--- config.mk ---
export PLATFORM = sky130hd
export DESIGN_NAME = hazard_dest_tracker_flat
export DESIGN_NICKNAME = d
export VERILOG_FILES = /design/src/rtl/hazard_dest_tracker_pkg.sv /design/src/rtl/hazard_dest_tracker_if.sv /design/src/rtl/hazard_dest_tracker_stage.sv /design/src/rtl/hazard_dest_tracker.sv /design/src/flat_wrapper.sv
export SDC_FILE = /design/constraint.sdc
export NUM_CORES = 1
export LEC_CHECK = 0
export ABC_AREA = 1
export BUFFER_PORTS_ARGS = -buffer_cell sky130_fd_sc_hd__buf_2
export CAP_MARGIN = 20
export CORE_MARGIN = 4
export CORE_UTILIZATION = 35
export DETAILED_ROUTE_END_ITERATION = 8
export PLACE_DENSITY = 0.76
export REMOVE_ABC_BUFFERS = 1
export SLEW_MARGIN = 20
export SYNTH_ARGS = -nofsm -noshare
export SYNTH_HDL_FRONTEND = slang
export SYNTH_SLANG_ARGS = --single-unit
--- constraint.sdc ---
create_clock -name clk -period 0.9 [get_ports clk]
set_input_delay 0.09 -clock clk [delete_from_list [all_inputs] [get_ports clk]]
set_output_delay 0.09 -clock clk [all_outputs]
set_load 0.01 [all_outputs]
--- src/rtl/hazard_dest_tracker_pkg.sv ---
// Shared pipeline types: register address, per-stage destination info and the bubble constant.
package riscv_pipe_pkg;

  typedef logic [4:0] reg_addr_t;

  typedef struct packed {
    logic      write;
    reg_addr_t addr;
    logic      mem;
  } dest_info_t;

  localparam reg_addr_t  REG_ZERO    = 5'd0;
  localparam dest_info_t DEST_BUBBLE = '0;

endpackage

--- src/rtl/hazard_dest_tracker_if.sv ---
// Decode-side handshake, per-stage destination outputs and statistics of the destination tracker.
interface hazard_dest_tracker_if
  import riscv_pipe_pkg::*;
#(
  parameter int CNT_W = 16
) ();

  logic             id_valid;
  logic             id_write;
  reg_addr_t        id_rd;
  logic             id_mem;
  logic             skip_instr;
  logic             flush;
  logic             id_accept;
  logic             stall_id;
  logic             prev1_write;
  logic             prev2_write;
  logic             prev3_write;
  reg_addr_t        prev1_write_addr;
  reg_addr_t        prev2_write_addr;
  reg_addr_t        prev3_write_addr;
  logic             prev1_mem;
  logic             prev2_mem;
  logic             prev3_mem;
  logic [CNT_W-1:0] stall_cycles;
  logic [CNT_W-1:0] flush_cycles;

  modport master (
    output id_valid, id_write, id_rd, id_mem, skip_instr, flush,
    input  id_accept, stall_id,
    input  prev1_write, prev2_write, prev3_write,
    input  prev1_write_addr, prev2_write_addr, prev3_write_addr,
    input  prev1_mem, prev2_mem, prev3_mem,
    input  stall_cycles, flush_cycles
  );

  modport slave (
    input  id_valid, id_write, id_rd, id_mem, skip_instr, flush,
    output id_accept, stall_id,
    output prev1_write, prev2_write, prev3_write,
    output prev1_write_addr, prev2_write_addr, prev3_write_addr,
    output prev1_mem, prev2_mem, prev3_mem,
    output stall_cycles, flush_cycles
  );

endinterface

--- src/rtl/hazard_dest_tracker_stage.sv ---
// One pipeline stage of destination info; registered, 1-cycle latency, never stalls.
module dest_stage_reg
  import riscv_pipe_pkg::*;
(
  input  logic       clk,
  input  logic       rst_n,
  input  dest_info_t d,
  output dest_info_t q
);

  always_ff @(posedge clk or negedge rst_n) begin
    if (!rst_n) begin
      q <= DEST_BUBBLE;
    end else begin
      q <= d;
    end
  end

endmodule

--- src/rtl/hazard_dest_tracker.sv ---
// Tracks EX/MEM/WB destinations for forwarding; accept/stall are combinational, stages shift every cycle.
// Statistics counters are built only when HAZARD_DEST_TRACKER_STATS_EN is defined, otherwise tied to 0.
module hazard_dest_tracker
  import riscv_pipe_pkg::*;
#(
  parameter int CNT_W = 16
) (
  input logic                 clk,
  input logic                 rst_n,
  hazard_dest_tracker_if.slave bus
);

  logic       accept;
  logic       stall;
  dest_info_t s1_d;
  dest_info_t s1_q;
  dest_info_t s2_q;
  dest_info_t s3_q;

  // Flush wins over the load-use hazard: a squashed instruction never stalls.
  assign accept = bus.id_valid && !bus.skip_instr && !bus.flush;
  assign stall  = bus.id_valid &&  bus.skip_instr && !bus.flush;

  assign bus.id_accept = accept;
  assign bus.stall_id  = stall;

  always_comb begin
    s1_d = DEST_BUBBLE;
    if (accept) begin
      s1_d.write = bus.id_write && (bus.id_rd != REG_ZERO);
      s1_d.addr  = bus.id_rd;
      s1_d.mem   = bus.id_mem && s1_d.write;
    end
  end

  dest_stage_reg u_stage1 (.clk(clk), .rst_n(rst_n), .d(s1_d), .q(s1_q));
  dest_stage_reg u_stage2 (.clk(clk), .rst_n(rst_n), .d(s1_q), .q(s2_q));
  dest_stage_reg u_stage3 (.clk(clk), .rst_n(rst_n), .d(s2_q), .q(s3_q));

  assign bus.prev1_write      = s1_q.write;
  assign bus.prev1_write_addr = s1_q.addr;
  assign bus.prev1_mem        = s1_q.mem;
  assign bus.prev2_write      = s2_q.write;
  assign bus.prev2_write_addr = s2_q.addr;
  assign bus.prev2_mem        = s2_q.mem;
  assign bus.prev3_write      = s3_q.write;
  assign bus.prev3_write_addr = s3_q.addr;
  assign bus.prev3_mem        = s3_q.mem;

`ifdef HAZARD_DEST_TRACKER_STATS_EN
  logic [CNT_W-1:0] stall_cnt;
  logic [CNT_W-1:0] flush_cnt;

  always_ff @(posedge clk or negedge rst_n) begin
    if (!rst_n) begin
      stall_cnt <= '0;
      flush_cnt <= '0;
    end else begin
      if (stall && (stall_cnt != '1)) begin
        stall_cnt <= stall_cnt + CNT_W'(1);
      end
      if (bus.id_valid && bus.flush && (flush_cnt != '1)) begin
        flush_cnt <= flush_cnt + CNT_W'(1);
      end
    end
  end

  assign bus.stall_cycles = stall_cnt;
  assign bus.flush_cycles = flush_cnt;
`else
  assign bus.stall_cycles = '0;
  assign bus.flush_cycles = '0;
`endif

endmodule

--- src/flat_wrapper.sv ---
// flat-port wrapper written by rule: the top's interface ports become plain ports
module hazard_dest_tracker_flat import riscv_pipe_pkg::*;
#(
  parameter int CNT_W = 16
)
  (clk, rst_n, bus_id_valid, bus_id_write, bus_id_rd, bus_id_mem, bus_skip_instr, bus_flush, bus_id_accept, bus_stall_id, bus_prev1_write, bus_prev2_write, bus_prev3_write, bus_prev1_write_addr, bus_prev2_write_addr, bus_prev3_write_addr, bus_prev1_mem, bus_prev2_mem, bus_prev3_mem, bus_stall_cycles, bus_flush_cycles);
  hazard_dest_tracker_if #(.CNT_W(CNT_W)) bus_i ();
  input logic clk;
  input logic rst_n;
  input wire logic [$bits(bus_i.id_valid)-1:0] bus_id_valid;
  input wire logic [$bits(bus_i.id_write)-1:0] bus_id_write;
  input wire logic [$bits(bus_i.id_rd)-1:0] bus_id_rd;
  input wire logic [$bits(bus_i.id_mem)-1:0] bus_id_mem;
  input wire logic [$bits(bus_i.skip_instr)-1:0] bus_skip_instr;
  input wire logic [$bits(bus_i.flush)-1:0] bus_flush;
  output wire logic [$bits(bus_i.id_accept)-1:0] bus_id_accept;
  output wire logic [$bits(bus_i.stall_id)-1:0] bus_stall_id;
  output wire logic [$bits(bus_i.prev1_write)-1:0] bus_prev1_write;
  output wire logic [$bits(bus_i.prev2_write)-1:0] bus_prev2_write;
  output wire logic [$bits(bus_i.prev3_write)-1:0] bus_prev3_write;
  output wire logic [$bits(bus_i.prev1_write_addr)-1:0] bus_prev1_write_addr;
  output wire logic [$bits(bus_i.prev2_write_addr)-1:0] bus_prev2_write_addr;
  output wire logic [$bits(bus_i.prev3_write_addr)-1:0] bus_prev3_write_addr;
  output wire logic [$bits(bus_i.prev1_mem)-1:0] bus_prev1_mem;
  output wire logic [$bits(bus_i.prev2_mem)-1:0] bus_prev2_mem;
  output wire logic [$bits(bus_i.prev3_mem)-1:0] bus_prev3_mem;
  output wire logic [$bits(bus_i.stall_cycles)-1:0] bus_stall_cycles;
  output wire logic [$bits(bus_i.flush_cycles)-1:0] bus_flush_cycles;
  assign bus_i.id_valid = bus_id_valid;
  assign bus_i.id_write = bus_id_write;
  assign bus_i.id_rd = bus_id_rd;
  assign bus_i.id_mem = bus_id_mem;
  assign bus_i.skip_instr = bus_skip_instr;
  assign bus_i.flush = bus_flush;
  assign bus_id_accept = bus_i.id_accept;
  assign bus_stall_id = bus_i.stall_id;
  assign bus_prev1_write = bus_i.prev1_write;
  assign bus_prev2_write = bus_i.prev2_write;
  assign bus_prev3_write = bus_i.prev3_write;
  assign bus_prev1_write_addr = bus_i.prev1_write_addr;
  assign bus_prev2_write_addr = bus_i.prev2_write_addr;
  assign bus_prev3_write_addr = bus_i.prev3_write_addr;
  assign bus_prev1_mem = bus_i.prev1_mem;
  assign bus_prev2_mem = bus_i.prev2_mem;
  assign bus_prev3_mem = bus_i.prev3_mem;
  assign bus_stall_cycles = bus_i.stall_cycles;
  assign bus_flush_cycles = bus_i.flush_cycles;
  hazard_dest_tracker #(.CNT_W(CNT_W)) u_core (.clk(clk), .rst_n(rst_n), .bus(bus_i));
endmodule
==> flow_summary.yaml <==
cells_and_area:
  stdcell_area_mm2: 0.001082
  final_cells: 151
  nets: 136
  antenna_cells: 0
  drive_above_1_share: 0.3740
  area_delta_synth_final_pct: 22.18
clock_network:
  clock_tree.root_cell: "clkbuf_4"
  cts_tree: "built"
  clk_pin_slew_ps: 100
  clkLatencyLatePin_ps: 290
  clock_sinks: 21
  cts_buffers: 3
  htree_levels: 1
  clockBufferDepth: 2
hold_path:
  min_path_cells: 3
  holdCritPathClass: "primary input to flip-flop"
  worstHoldStart: "bus_id_rd[1]"
  hold_end: "u_core.u_stage1.q[2]$_DFF_PN0_"
synth:
  syn_area_um2: 885.9
  ys_ff_latch: 21
  synth_cell_types: 10
  synth_fa_ha_area_frac: 0
  syn-instance-count: 79
  syn_avg_cell_area_um2: 11.21
  muxShareOfSynthArea: 0
  synth_compound_gate_area_share: 0
  ys_seq_area_frac: 0.5932
  synth-xor-area-share: 0
  synth_top_family_by_area: "buffers and inverters"
  synth_warnings: 0
  synthSimpleGateAreaFrac: 0.08475
global_route:
  grt_pass1_vias: 492
  grt_usage: 0.08133
  antenna_found_initial: 0
  grt_max_degree: 22
  overflow: 0
  grt_pass1_wl_um: 2049
power_and_ir_drop:
  powerDensity_mw_per_mm2: 1465
  vdd_ir_drop_max_uv: 737.4
  p_leak_nw: 0.7075
place:
  gp_congestion: 0.6554
  io_buffer_count: 34
  place_inst: 140
  dp_hpwl_um: 1264
  place_area_um2: 967.2
timing:
  period_share: 1.021
  setup_tns_ps: -48.13
  setup_viol: 10
  final.min_clock_period_ps: 919.1
  setup_ws_ps: -19.06
  grt_setup_unrepaired: "true"
  hold_violations: 0
  finClkSkew_ps: 5.204
  fmax_ghz: 1.088
  finalMaxSlewViolations: 0
setup_path:
  worstPathRequired_ps: 810
  crit_buf_inv: 1
  end_kind: "output port"
  startpoint_type: "flip-flop"
  rr_worst_depth: 2
  cp_max_fo: 2
  r2r_slack_ps: 170
  cpMaxStageDelayCell: "dfrtp_1"
  crit_chain: "buf_2"
  r2r-start: "u_core.u_stage2.q[5]$_DFF_PN0_"
  slowest_delay_ps: 400
  cpLargestDelayFamily: "flip-flops"
  critPathKind: "flip-flop to output port"
  arrival_ps: 830
  rr_endpoint: "u_core.u_stage3.q[5]$_DFF_PN0_"
detailed_routing:
  wl_met1_um: 527
  met2_length_um: 610
  via_per_inst: 3.636
  routed_wl_um: 1442
  first_pass_iters: 2
  vias: 549
  drtIter0Drc: 1
  ant_nets: 0
  met3_length_um: 299
  top_layer: "met4"
  wire_per_inst_um: 9.550
  drc_errors: 0
floorplan:
  die_h_um: 58.31
  die_area_mm2: 0.003400
  fp.coreArea_mm2: 0.002318
  die_w_um: 58.31
  rows: 17
  pin_count: 67
  start_util: 0.3821
run:
  max_cap_violations: 0
outcome:
  outcome: "complete, but fails checks"
  violations: "setup timing"
final cells by class:
type,count,area (um^2)
Tap cell,28,35.03
Multi-Input combinational cell,46,195.2
Clock buffer,4,26.28
Sequential cell,21,525.5
Fill cell,237,1236
Timing Repair Buffer,41,259.0
Inverter,11,41.29
flip-flops by register name, indices dropped and copies added, names as in the netlist:
signal	cells
u_core.u_stage2.q	7
u_core.u_stage1.q	7
u_core.u_stage3.q	7
cell families after synthesis:
| group | after synthesis |
|---|---|
| other cells | 1 |
| buf+inv | 43 |
| flops | 21 |
| simple gates | 14 |
what timing repair did:
| item | CTS | global route |
|---|---|---|
| resized for setup | 0 | 5 |
| cloned | 0 | 0 |
| setup endpoints to repair | 16 | 21 |
| setup buffers | 4 | 1 |
| endpoints found under the hold margin | 21 | 1 |
| hold buffers | 1 | 1 |
where the power goes:
part           internal (mW)  leakage (nW)  switching, mW
logic                 0.0623         0.404          0.134
registers              0.965         0.289        0.00962
clock network          0.172        0.0150          0.242
total                   1.20         0.707          0.385
how the worst max path moves through the flow:
stage | slack, ps | from | endpoint | cells past startpoint
after floorplan | 360 | bus_flush | u_core.u_stage1.q[0]$_DFF_PN0_ | 5
after global placement | 220 | bus_flush | u_core.u_stage1.q[0]$_DFF_PN0_ | 6
after detailed placement | 190 | bus_flush | u_core.u_stage1.q[0]$_DFF_PN0_ | 6
after CTS | -30 | u_core.u_stage1.q[2]$_DFF_PN0_ | bus_prev1_write_addr[1] | 1
after global routing | -70 | u_core.u_stage1.q[2]$_DFF_PN0_ | bus_prev1_write_addr[1] | 1
final | -20 | u_core.u_stage1.q[2]$_DFF_PN0_ | bus_prev1_write_addr[1] | 1
cells in the mapped netlist:
| cell type | number | area share |
|---|---|---|
| nand2_2 | 1 | 0.0071 |
| buf_4 | 32 | 0.27 |
| conb_1 | 1 | 0.0042 |
| nand3_4 | 1 | 0.020 |
| inv_1 | 11 | 0.047 |
| nor2_2 | 2 | 0.014 |
| nand2_1 | 1 | 0.0042 |
| nand3_1 | 1 | 0.0056 |
| dfrtp_1 | 21 | 0.59 |
| nor2_1 | 8 | 0.034 |
routing by layer:
| layer | global-route usage | up-vias |
|---|---|---|
| li1 | - | 254 |
| met1 | 0.09916 | 238 |
| met2 | 0.1228 | 55 |
| met3 | 0.02851 | 2 |
| met4 | 0.04967 | 0 |
| met5 | 0 | - |
worst reg2reg max path: stages (launching register included):
cell and delay, ps:
dfrtp_1 390, buf_4 130, buf_4 120
through the flow:
| stage | setup WS, ps | hold slack [ps] | utilization | power [mW] |
|---|---|---|---|---|
| after global routing | -66.75 | 3.802 | 0.4668 | 1.685 |
| after CTS | -34.48 | 4.994 | 0.4458 | 1.595 |
| after detailed placement | 186.0 | 54.65 | 0.4172 | 1.168 |
| after global placement | 223.8 | 39.60 | 0.4172 | 1.162 |
| final | -19.06 | 15.51 | 0.4668 | 1.585 |
| after floorplan | 361.5 | -205.6 | - | 1.090 |
cells in the final DEF (no fill, tap or decap):
cell type	synthesis	layout
conb_1	1	32
buf_2	0	29
dfrtp_1	21	21
inv_1	11	11
nor2_1	8	8
buf_6	0	5
buf_4	32	5
clkbuf_4	0	3
nor2_2	2	2
dlygate4sd3_1	0	2
nand3_4	1	1
nand3_1	1	1
nand2_2	1	1
nand2_1	1	1
clkbuf_1	0	1
Power figures use the tool's default switching activity.
